`config.mk`:
```
export PLATFORM = sky130hd
export DESIGN_NAME = arm_multicycle_controller_flat
export DESIGN_NICKNAME = d
export VERILOG_FILES = /design/src/rtl/arm_mc_pkg.sv /design/src/rtl/arm_multicycle_controller_if.sv /design/src/rtl/arm_mc_condcheck.sv /design/src/rtl/arm_multicycle_controller.sv /design/src/flat_wrapper.sv
export SDC_FILE = /design/constraint.sdc
export NUM_CORES = 1
export LEC_CHECK = 0
export ABC_AREA = 1
export BUFFER_PORTS_ARGS = -buffer_cell sky130_fd_sc_hd__buf_2
export CAP_MARGIN = 40
export CORE_MARGIN = 1
export CORE_UTILIZATION = 27
export CTS_BUF_LIST = sky130_fd_sc_hd__clkbuf_4
export DETAILED_ROUTE_END_ITERATION = 6
export SYNTH_ARGS = -nofsm -noshare
export SYNTH_HDL_FRONTEND = slang
export SYNTH_SLANG_ARGS = --single-unit
```
`constraint.sdc`:
```
create_clock -name clk -period 2.7 [get_ports clk]
set_clock_uncertainty 0.05 [all_clocks]
set_input_delay 0.405 -clock clk [delete_from_list [all_inputs] [get_ports clk]]
set_output_delay 0.405 -clock clk [all_outputs]
set_load 0.05 [all_outputs]
```
`src/rtl/arm_mc_pkg.sv`:
```
// ---------------------------------------------------------------------------
// arm_mc_pkg
// Shared definitions for the multicycle ARM controller:
//   - state_t    : main FSM state encoding (4-bit, FETCH = 0)
//   - OP_*       : instruction class encodings taken from Op[27:26]
//   - ALU_*      : ALUControl codes driven to the datapath ALU
//   - CMD_*      : data-processing cmd field values (Funct[4:1])
//   - RES_*      : ResultSrc mux encodings
//   - SRCB_*     : ALUSrcB mux encodings
//   - COND_*     : ARM condition field codes
//   - aluDecode  : cmd -> ALUControl mapping for the execute states
// ---------------------------------------------------------------------------
package arm_mc_pkg;

  typedef enum logic [3:0] {
    FETCH    = 4'd0,
    DECODE   = 4'd1,
    MEMADR   = 4'd2,
    MEMRD    = 4'd3,
    MEMWB    = 4'd4,
    MEMWR    = 4'd5,
    EXECUTER = 4'd6,
    EXECUTEI = 4'd7,
    ALUWB    = 4'd8,
    BRANCH   = 4'd9
  } state_t;

  localparam logic [1:0] OP_DP  = 2'b00;
  localparam logic [1:0] OP_MEM = 2'b01;
  localparam logic [1:0] OP_BR  = 2'b10;

  localparam logic [1:0] ALU_ADD = 2'b00;
  localparam logic [1:0] ALU_SUB = 2'b01;
  localparam logic [1:0] ALU_AND = 2'b10;
  localparam logic [1:0] ALU_ORR = 2'b11;

  localparam logic [3:0] CMD_ADD = 4'b0100;
  localparam logic [3:0] CMD_SUB = 4'b0010;
  localparam logic [3:0] CMD_AND = 4'b0000;
  localparam logic [3:0] CMD_ORR = 4'b1100;

  localparam logic [1:0] RES_ALUOUT    = 2'b00;
  localparam logic [1:0] RES_DATA      = 2'b01;
  localparam logic [1:0] RES_ALURESULT = 2'b10;

  localparam logic [1:0] SRCB_RD2  = 2'b00;
  localparam logic [1:0] SRCB_IMM  = 2'b01;
  localparam logic [1:0] SRCB_FOUR = 2'b10;

  localparam logic [3:0] COND_EQ = 4'b0000;
  localparam logic [3:0] COND_NE = 4'b0001;
  localparam logic [3:0] COND_CS = 4'b0010;
  localparam logic [3:0] COND_CC = 4'b0011;
  localparam logic [3:0] COND_MI = 4'b0100;
  localparam logic [3:0] COND_PL = 4'b0101;
  localparam logic [3:0] COND_VS = 4'b0110;
  localparam logic [3:0] COND_VC = 4'b0111;
  localparam logic [3:0] COND_HI = 4'b1000;
  localparam logic [3:0] COND_LS = 4'b1001;
  localparam logic [3:0] COND_GE = 4'b1010;
  localparam logic [3:0] COND_LT = 4'b1011;
  localparam logic [3:0] COND_GT = 4'b1100;
  localparam logic [3:0] COND_LE = 4'b1101;
  localparam logic [3:0] COND_AL = 4'b1110;
  localparam logic [3:0] COND_NV = 4'b1111;

  // Unsupported data-processing commands fall back to ADD so the ALU
  // always has a defined operation.
  function automatic logic [1:0] aluDecode(input logic [3:0] cmd);
    case (cmd)
      CMD_ADD: aluDecode = ALU_ADD;
      CMD_SUB: aluDecode = ALU_SUB;
      CMD_AND: aluDecode = ALU_AND;
      CMD_ORR: aluDecode = ALU_ORR;
      default: aluDecode = ALU_ADD;
    endcase
  endfunction

endpackage

```
`src/rtl/arm_multicycle_controller_if.sv`:
```
// ---------------------------------------------------------------------------
// arm_multicycle_controller_if
// Bundle between the multicycle controller and its datapath.
//   Instr[19:0]   : IR bits [31:12] (Cond, Op, Funct, Rn, Rd)
//   ALUFlags[3:0] : NZCV from the datapath ALU, current cycle
//   PCWrite, AdrSrc, MemWrite, IRWrite, RegWrite : enables / selects
//   ResultSrc, ALUControl, ALUSrcB, ImmSrc, RegSrc : 2-bit selects
//   ALUSrcA       : 0 = RD1, 1 = PC
//   State, Flags  : observability of FSM state and stored NZCV
// Modports: master = controller, slave = datapath side.
// ---------------------------------------------------------------------------
interface arm_multicycle_controller_if;

  logic [19:0]              Instr;
  logic [3:0]               ALUFlags;
  logic                     PCWrite;
  logic                     AdrSrc;
  logic                     MemWrite;
  logic                     IRWrite;
  logic [1:0]               ResultSrc;
  logic [1:0]               ALUControl;
  logic                     ALUSrcA;
  logic [1:0]               ALUSrcB;
  logic [1:0]               ImmSrc;
  logic                     RegWrite;
  logic [1:0]               RegSrc;
  arm_mc_pkg::state_t       State;
  logic [3:0]               Flags;

  modport master (
    input  Instr, ALUFlags,
    output PCWrite, AdrSrc, MemWrite, IRWrite, ResultSrc, ALUControl,
           ALUSrcA, ALUSrcB, ImmSrc, RegWrite, RegSrc, State, Flags
  );

  modport slave (
    output Instr, ALUFlags,
    input  PCWrite, AdrSrc, MemWrite, IRWrite, ResultSrc, ALUControl,
           ALUSrcA, ALUSrcB, ImmSrc, RegWrite, RegSrc, State, Flags
  );

endinterface

```
`src/rtl/arm_mc_condcheck.sv`:
```
// ---------------------------------------------------------------------------
// arm_mc_condcheck
// Holds the NZCV flag register and evaluates the ARM condition field.
//   clk, reset         : clock, async active-low reset (clears flags)
//   i_cond[3:0]        : Cond field of the current instruction
//   i_aluFlags[3:0]    : NZCV produced by the ALU this cycle
//   i_flagWrite[1:0]   : requested update, [1] = N,Z  [0] = C,V
//   o_condEx           : condition passes against the stored flags
//   o_flags[3:0]       : stored NZCV
// ---------------------------------------------------------------------------
module arm_mc_condcheck
  import arm_mc_pkg::*;
(
  input  logic       clk,
  input  logic       reset,
  input  logic [3:0] i_cond,
  input  logic [3:0] i_aluFlags,
  input  logic [1:0] i_flagWrite,
  output logic       o_condEx,
  output logic [3:0] o_flags
);

  logic [3:0] r_flags;
  logic       w_n, w_z, w_c, w_v;
  logic       w_condEx;
  logic [1:0] w_flagWrite;

  assign {w_n, w_z, w_c, w_v} = r_flags;

  // Condition uses the stored (pre-update) flags, so an instruction's own
  // flag write can never change whether that same instruction executes.
  always_comb begin
    w_condEx = 1'b0;
    case (i_cond)
      COND_EQ: w_condEx = w_z;
      COND_NE: w_condEx = ~w_z;
      COND_CS: w_condEx = w_c;
      COND_CC: w_condEx = ~w_c;
      COND_MI: w_condEx = w_n;
      COND_PL: w_condEx = ~w_n;
      COND_VS: w_condEx = w_v;
      COND_VC: w_condEx = ~w_v;
      COND_HI: w_condEx = w_c & ~w_z;
      COND_LS: w_condEx = ~w_c | w_z;
      COND_GE: w_condEx = (w_n == w_v);
      COND_LT: w_condEx = (w_n != w_v);
      COND_GT: w_condEx = ~w_z & (w_n == w_v);
      COND_LE: w_condEx = w_z | (w_n != w_v);
      COND_AL: w_condEx = 1'b1;
      default: w_condEx = 1'b0;
    endcase
  end

  assign w_flagWrite = i_flagWrite & {2{w_condEx}};

  // N,Z and C,V have separate enables: logical ops keep the old carry/overflow.
  always_ff @(posedge clk or negedge reset) begin
    if (!reset) begin
      r_flags <= 4'b0000;
    end else begin
      if (w_flagWrite[1]) r_flags[3:2] <= i_aluFlags[3:2];
      if (w_flagWrite[0]) r_flags[1:0] <= i_aluFlags[1:0];
    end
  end

  assign o_condEx = w_condEx;
  assign o_flags  = r_flags;

endmodule

```
`src/rtl/arm_multicycle_controller.sv`:
```
// ---------------------------------------------------------------------------
// arm_multicycle_controller
// Control unit for the multicycle ARM datapath: main FSM (fetch, decode,
// execute, memory, writeback), ALU-op decode and conditional gating of all
// architectural writes.
//   clk    : system clock, rising edge
//   reset  : asynchronous active-low reset (FSM -> RESET_STATE, flags -> 0)
//   bus    : arm_multicycle_controller_if.master (Instr/ALUFlags in,
//            enables and mux selects out, plus State/Flags visibility)
// ---------------------------------------------------------------------------
module arm_multicycle_controller
  import arm_mc_pkg::*;
#(
  parameter state_t RESET_STATE = FETCH
) (
  input  logic                         clk,
  input  logic                         reset,
  arm_multicycle_controller_if.master  bus
);

  state_t     r_state;
  state_t     w_nextState;
  logic [3:0] w_cond;
  logic [1:0] w_op;
  logic [5:0] w_funct;
  logic [3:0] w_cmd;
  logic       w_isExec;
  logic [1:0] w_flagWrite;
  logic       w_condEx;
  logic [3:0] w_flags;
  logic       w_unusedRegFields;

  assign w_cond  = bus.Instr[19:16];
  assign w_op    = bus.Instr[15:14];
  assign w_funct = bus.Instr[13:8];
  assign w_cmd   = w_funct[4:1];
  // Rn/Rd are routed to the register file by the datapath directly.
  assign w_unusedRegFields = ^bus.Instr[7:0];

  // Flag update happens on the edge that ends an execute state; S bit
  // requests it, and only arithmetic commands touch C and V.
  assign w_isExec       = (r_state == EXECUTER) || (r_state == EXECUTEI);
  assign w_flagWrite[1] = w_isExec & w_funct[0];
  assign w_flagWrite[0] = w_flagWrite[1] & ((w_cmd == CMD_ADD) || (w_cmd == CMD_SUB));

  arm_mc_condcheck u_condcheck (
    .clk         (clk),
    .reset       (reset),
    .i_cond      (w_cond),
    .i_aluFlags  (bus.ALUFlags),
    .i_flagWrite (w_flagWrite),
    .o_condEx    (w_condEx),
    .o_flags     (w_flags)
  );

  // State register; reset abandons any in-flight instruction.
  always_ff @(posedge clk or negedge reset) begin
    if (!reset) r_state <= RESET_STATE;
    else        r_state <= w_nextState;
  end

  // Next-state logic; undefined Op (11) drops straight back to FETCH.
  always_comb begin
    w_nextState = FETCH;
    case (r_state)
      FETCH: w_nextState = DECODE;
      DECODE: begin
        case (w_op)
          OP_MEM:  w_nextState = MEMADR;
          OP_DP:   w_nextState = w_funct[5] ? EXECUTEI : EXECUTER;
          OP_BR:   w_nextState = BRANCH;
          default: w_nextState = FETCH;
        endcase
      end
      MEMADR:   w_nextState = w_funct[0] ? MEMRD : MEMWR;
      MEMRD:    w_nextState = MEMWB;
      EXECUTER: w_nextState = ALUWB;
      EXECUTEI: w_nextState = ALUWB;
      default:  w_nextState = FETCH;
    endcase
  end

  // Output logic. FETCH and DECODE both compute PC+4 on the ALU; in DECODE
  // that value is the PC+8 presented to the register file as R15.
  always_comb begin
    bus.PCWrite    = 1'b0;
    bus.AdrSrc     = 1'b0;
    bus.MemWrite   = 1'b0;
    bus.IRWrite    = 1'b0;
    bus.ResultSrc  = RES_ALUOUT;
    bus.ALUControl = ALU_ADD;
    bus.ALUSrcA    = 1'b0;
    bus.ALUSrcB    = SRCB_RD2;
    bus.RegWrite   = 1'b0;
    case (r_state)
      FETCH: begin
        bus.IRWrite   = 1'b1;
        bus.ALUSrcA   = 1'b1;
        bus.ALUSrcB   = SRCB_FOUR;
        bus.ResultSrc = RES_ALURESULT;
        bus.PCWrite   = 1'b1;
      end
      DECODE: begin
        bus.ALUSrcA   = 1'b1;
        bus.ALUSrcB   = SRCB_FOUR;
        bus.ResultSrc = RES_ALURESULT;
      end
      MEMADR: begin
        bus.ALUSrcB    = SRCB_IMM;
        bus.ALUControl = w_funct[3] ? ALU_ADD : ALU_SUB;
      end
      MEMRD: begin
        bus.AdrSrc    = 1'b1;
        bus.ResultSrc = RES_ALUOUT;
      end
      MEMWB: begin
        bus.ResultSrc = RES_DATA;
        bus.RegWrite  = w_condEx;
      end
      MEMWR: begin
        bus.AdrSrc   = 1'b1;
        bus.MemWrite = w_condEx;
      end
      EXECUTER: begin
        bus.ALUSrcB    = SRCB_RD2;
        bus.ALUControl = aluDecode(w_cmd);
      end
      EXECUTEI: begin
        bus.ALUSrcB    = SRCB_IMM;
        bus.ALUControl = aluDecode(w_cmd);
      end
      ALUWB: begin
        bus.ResultSrc = RES_ALUOUT;
        bus.RegWrite  = w_condEx;
      end
      BRANCH: begin
        bus.ALUSrcB   = SRCB_IMM;
        bus.ResultSrc = RES_ALURESULT;
        bus.PCWrite   = w_condEx;
      end
      default: ;
    endcase
  end

  assign bus.ImmSrc = w_op;
  assign bus.RegSrc = {(w_op == OP_MEM), (w_op == OP_BR)};
  assign bus.State  = r_state;
  assign bus.Flags  = w_flags;

endmodule

```
`src/flat_wrapper.sv`:
```
// flat-port wrapper written by rule: the top's interface ports become plain ports
module arm_multicycle_controller_flat import arm_mc_pkg::*;
#(
  parameter state_t RESET_STATE = FETCH
)
  (clk, reset, bus_Instr, bus_ALUFlags, bus_PCWrite, bus_AdrSrc, bus_MemWrite, bus_IRWrite, bus_ResultSrc, bus_ALUControl, bus_ALUSrcA, bus_ALUSrcB, bus_ImmSrc, bus_RegWrite, bus_RegSrc, bus_State, bus_Flags);
  arm_multicycle_controller_if bus_i ();
  input  logic clk;
  input  logic reset;
  input wire logic [$bits(bus_i.Instr)-1:0] bus_Instr;
  input wire logic [$bits(bus_i.ALUFlags)-1:0] bus_ALUFlags;
  output wire logic [$bits(bus_i.PCWrite)-1:0] bus_PCWrite;
  output wire logic [$bits(bus_i.AdrSrc)-1:0] bus_AdrSrc;
  output wire logic [$bits(bus_i.MemWrite)-1:0] bus_MemWrite;
  output wire logic [$bits(bus_i.IRWrite)-1:0] bus_IRWrite;
  output wire logic [$bits(bus_i.ResultSrc)-1:0] bus_ResultSrc;
  output wire logic [$bits(bus_i.ALUControl)-1:0] bus_ALUControl;
  output wire logic [$bits(bus_i.ALUSrcA)-1:0] bus_ALUSrcA;
  output wire logic [$bits(bus_i.ALUSrcB)-1:0] bus_ALUSrcB;
  output wire logic [$bits(bus_i.ImmSrc)-1:0] bus_ImmSrc;
  output wire logic [$bits(bus_i.RegWrite)-1:0] bus_RegWrite;
  output wire logic [$bits(bus_i.RegSrc)-1:0] bus_RegSrc;
  output wire logic [$bits(bus_i.State)-1:0] bus_State;
  output wire logic [$bits(bus_i.Flags)-1:0] bus_Flags;
  assign bus_i.Instr = bus_Instr;
  assign bus_i.ALUFlags = bus_ALUFlags;
  assign bus_PCWrite = bus_i.PCWrite;
  assign bus_AdrSrc = bus_i.AdrSrc;
  assign bus_MemWrite = bus_i.MemWrite;
  assign bus_IRWrite = bus_i.IRWrite;
  assign bus_ResultSrc = bus_i.ResultSrc;
  assign bus_ALUControl = bus_i.ALUControl;
  assign bus_ALUSrcA = bus_i.ALUSrcA;
  assign bus_ALUSrcB = bus_i.ALUSrcB;
  assign bus_ImmSrc = bus_i.ImmSrc;
  assign bus_RegWrite = bus_i.RegWrite;
  assign bus_RegSrc = bus_i.RegSrc;
  assign bus_State = bus_i.State;
  assign bus_Flags = bus_i.Flags;
  arm_multicycle_controller #(.RESET_STATE(RESET_STATE)) u_core (.clk(clk), .reset(reset), .bus(bus_i));
endmodule
```
# Yosys cells after proc, flatten, opt, wreduce, memory -nomap -nowiden
# Cells that the tools add are included.
# op_classes
bitwise_logic	11
eq_ne	30
muxes	16
reduce_logical	12
# ops
cell	count
4-bit == test, second input constant	10
4-bit by 3-bit == test with 1-bit output, second input constant	9
4-bit by 2-bit == test with 1-bit output, second input constant	5
4-bit one-hot mux with 5 select lines	1
1-bit one-hot mux with 15 select lines	1
4-bit logical NOT	3
2-bit one-hot mux with 2 select lines	3
4-bit one-hot mux with 3 select lines	1
4-bit by 1-bit == test with 1-bit output, second input constant	2
2-bit OR reduction	4
1-bit 2-to-1 mux	7
2-bit one-hot mux with 3 select lines	1
3-bit OR reduction	2
1-bit bitwise AND	4
1-bit NOT	4
3-bit 2-to-1 mux	1
2-bit bitwise AND	1
2-bit by 1-bit == test with 1-bit output, second input constant	1
2-bit == test, second input constant	1
2-bit logical NOT	1
1-bit logical OR	2
1-bit OR	2
1-bit one-hot mux with 2 select lines	1
1-bit == test	1
1-bit inequality test	1
# word_totals
input_bits	26
register_bits	8
elab_cells	72
out_inout_bits	24

# Depth between registers and ports, before layout
# depth
depth_word	5
depth_mapped	11
ltp_nobuf	11

# Cells and area by module
# From an unflattened synthesis, not the netlist that was laid out.
# hier_totals
cells_unflattened	150
hier_area_um2	867.1
# modules_own_cells
mod	instances	cells_each	seq_area_each_um2	area_each_um2
arm_multicycle_controller	1	77	100.1	473.0
arm_mc_condcheck	1	73	100.1	394.1

# Worst setup path after synthesis
# OpenSTA, ideal clock, no wires.
# synth_path
path_kind	reg2out
startpoint	reg u_core.r_state[1], in the netlist u_core.bus.State[1]
endpoint	out bus_RegWrite
stages_incl_launch_ff	6
setup_slack_ps	64
path_buffers	1
arrival_time_ps	2181
required_time_ps	2245
path_cell_list	dfrtp_1 -> buf_2 -> nor2_1 -> inv_1 -> nor2_1 -> o21a_1
# synth_via
elab_chain_cells	3
elab_cells_between_ends	4
classes_between	eq/ne: 2; mux: 1; reduce/logical: 1
# synth_rtl
element	line_no	rtl
start, declared	arm_multicycle_controller.sv:21	state_t r_state;
start signal, assigned	arm_multicycle_controller.sv:59	else r_state <= w_nextState;
4-bit by 3-bit == test with 1-bit output or 4-bit == test (tied branches)	arm_multicycle_controller.sv:95	case (r_state)
2-bit OR reduction (no source line) *	-	
1-bit 2-to-1 mux *	arm_multicycle_controller.sv:95	
end, declared	flat_wrapper.sv:21	output wire logic [$bits(bus_i.RegWrite)-1:0] bus_RegWrite;
# Every way passes the cells marked *; elsewhere a longest branch is shown, timed or not.

# Worst setup path after layout
# layout_path
startpoint	reg u_core.u_condcheck.r_flags[3], in the netlist u_core.u_condcheck.o_flags[3]
endpoint	out bus_MemWrite
# layout_via
elab_chain_cells	4
elab_cells_between_ends	7
classes_between	eq/ne: 2; mux: 2; bitwise: 3
# layout_rtl
element	line_no	rtl
start, declared	arm_mc_condcheck.sv:23	logic [3:0] r_flags;
start signal, assigned	arm_mc_condcheck.sv:61	if (w_flagWrite[1]) r_flags[3:2] <= i_aluFlags[3:2];
1-bit inequality test or 1-bit == test (tied branches)	-	
1-bit OR or 1-bit bitwise AND (tied branches)	arm_mc_condcheck.sv:48, arm_mc_condcheck.sv:47	
1-bit one-hot mux with 15 select lines *	arm_mc_condcheck.sv:34	case (i_cond)
1-bit 2-to-1 mux *	arm_multicycle_controller.sv:95	
end, declared	flat_wrapper.sv:14	output wire logic [$bits(bus_i.MemWrite)-1:0] bus_MemWrite;
# Marks and branches as above.

==> reports/metrics.csv <==
stage;metric;value;unit
clocking;cts_buffers;3;
hold_path;hp-start;bus_ALUFlags[0];
timing;slew_violations;0;
clocking;clkTransAtPathRegs;50;ps
outcome;status;complete, but fails checks;
logic_synthesis;syn_area_per_cell;5.94;um^2
routing;ant_nets;0;
logic_synthesis;syn-num-nets;163;
logic_synthesis;ys_types;24;
logic_synthesis;synthCells;137;
global_route;grt_pass1_wl;3.26;mm
critical_path;path_max_fanout;9;
outcome;violations;DRC;
die;fp-row-count;19;
critical_path;startpoint;u_core.u_condcheck.o_flags[3]$_DFFE_PN0P_;
clocking;postCtsSetupBuffers;0;
routing;wl_per_cell;9.39;um
global_route;antenna_found_initial;0;
global_route;grt_overflow;0;
die;coreArea;0.00281;mm^2
timing;tns;0;ps
critical_path;reg2reg_from;u_core.bus.State[3]$_DFF_PN0_;
placement;dp_slack;638;ps
critical_path;cp.required;2250;ps
routing;routed_via_density;4.53;
placement;place_congestion;0.800;
routing;first_pass_iters;6;
die;die_h;56.9;um
timing;relSlewSlack;78.1;%
routing;drt-initial-drc-count;22;
pwr;power_density;1100;mW/mm^2
pwr;leakage;0.622;nW
die;die_area;0.00324;mm^2
finish;final_util;38.1;%
timing;rsz0062_at_grt;no;
finish;fill_cells;330;
routing;wirelength;1.97;mm
clocking;cts_tree;yes;
hold_path;hp-class;in2reg;
global_route;grtUsageTotal;12.5;%
critical_path;cp-end-kind;output port;
die;io_pins;50;
finish;regArea;200;um^2
critical_path;crit_type;reg2out;
finish;drive_gt1_share;33.5;%
routing;post-route-drc-count;2;
die;die_w;56.9;um
die;start_util;29.0;%
placement;io_buffers;41;
logic_synthesis;ys_warn_count;0;
pwr;max-vdd-ir-drop;1.01;mV
timing;tightestPinTransition;328;ps
global_route;grt_pass1_vias;791;
logic_synthesis;ys_ff_latch;8;
timing;max_freq;460;MHz
clocking;root_buffer;clkbuf_4;
finish;diodes;0;
finish;final_nets;207;
critical_path;critPathLaunchType;flip-flop;
clocking;clock_latency;260;ps
timing;finalSetupViolCount;0;
clocking;cts_max_level;1;
critical_path;crit_arrival;1720;ps
clocking;cts.sinks;8;
routing;vias;952;
logic_synthesis;synthesis.area;813;um^2
timing;finalWorstSetupSlack;528;ps
logic_synthesis;yosysSeqAreaShare;24.6;%
timing;hold_viol_final;0;
finish;area_growth;31.5;%
pwr;power;1.18;mW
placement;hpwl;1.63;mm
run;cap_violations;0;
global_route;grt_max_degree;11;
timing;finalCriticalPeriod;2170;ps
timing;period_share;80.4;%
clocking;clock_path_buffers;2;
finish;multi_input_area;510;um^2
[cell usage after synthesis]
master	n	share of area, %
nand2_1	36	17
nor2_1	21	9.7
nand3_1	18	11
inv_1	17	7.8
dfrtp_1	8	25
o21ai_0	6	3.7
nand2_2	5	3.8
inv_2	3	1.4
nor2_4	3	4.2
a21oi_1	2	1.2
buf_4	2	1.8
clkinv_1	2	0.92
nand3b_1	2	1.8
nor2_2	2	1.5
a211oi_1	1	0.92
a21boi_2	1	1.4
and3_1	1	0.77
buf_2	1	0.61
nand2_4	1	1.4
nand3_2	1	1.2
nor3_1	1	0.61
o21a_1	1	0.92
o221ai_1	1	1.1
o22ai_1	1	0.77
[per-stage QoR]
stage	area, um^2	instances	hold WS (ps)
floorplan	813	137	59.4
global placement	1040	206	207
detailed placement	1040	206	206
CTS	1070	210	333
global route	1070	210	341
finish	1070	210	335
[cell families after synthesis]
kind of cell | share of synthesized area, %
AOI/OAI and AO/OA | 10.0
buffers and inverters | 12.6
DFF | 24.6
and+or+nand+nor | 52.8
[final timing paths]
path                                                              to  cells after the start  slack [ps]
min reg2reg                            u_core.bus.State[0]$_DFF_PN0_                      1         510
max in group asynchronous  u_core.u_condcheck.o_flags[3]$_DFFE_PN0P_                      2        1970
max reg2reg                u_core.u_condcheck.o_flags[1]$_DFFE_PN0P_                      7        1210
min in group asynchronous              u_core.bus.State[3]$_DFF_PN0_                      2         460
min                        u_core.u_condcheck.o_flags[0]$_DFFE_PN0P_                      3         330
max                                                     bus_MemWrite                     10         530
[flip-flops by register name, indices dropped and copies added (netlist names)]
signal and count:
u_core.u_condcheck.o_flags 4, u_core.bus.State 4
[power breakdown]
group          leakage [nW]  internal [mW]  switching (mW)
clock network        0.0138         0.0509          0.0409
logic                 0.502          0.186           0.678
registers             0.106          0.157          0.0635
total                 0.622          0.394           0.782
[cell usage in the layout (no fill, tap or decap)]
master,netlist,routed
inv_1,17,17
a21oi_1,2,2
a21boi_2,1,1
nor2_1,21,21
a211oi_1,1,1
buf_2,1,41
inv_2,3,3
o21ai_0,6,6
and3_1,1,1
nand2_2,5,5
nor2_2,2,2
o21a_1,1,1
dfrtp_1,8,8
nand3_1,18,18
nand3b_1,2,2
clkbuf_4,0,3
nand2_4,1,1
nor3_1,1,1
o221ai_1,1,1
dlygate4sd3_1,0,1
nand3_2,1,1
o22ai_1,1,1
clkinv_1,2,2
nand2_1,36,36
nor2_4,3,3
[layout make-up]
type	count	area share, %
multi-input combinational	104	47.7
timing repair buffer	42	20.1
sequential	8	18.7
inverter	22	7.72
tap	31	3.63
clock buffer	3	2.11
[layer usage]
metal | track usage, % | part of all wire (%)
met4 | 3.14 | 0.81
met3 | 2.76 | 6.5
met1 | 16.8 | 49
met2 | 20.3 | 43
met5 | 0 | 0
[worst max-delay path, cell delays in order (launching register included)]
cell     delay, ps
dfrtp_1        440
inv_1          110
nand2_1         80
nand3_1         80
nand2_1         70
nand2_1         60
nand2_2         90
nor2_4          40
nand2_4        100
and3_1         150
buf_2          250
[repair_timing]
action / in CTS / in global routing
hold buffers: 1 / 0
gates resized for setup: 0 / 0
endpoints found under the hold margin: 8 / 0
Note: power is estimated with default switching activity, not from simulation.
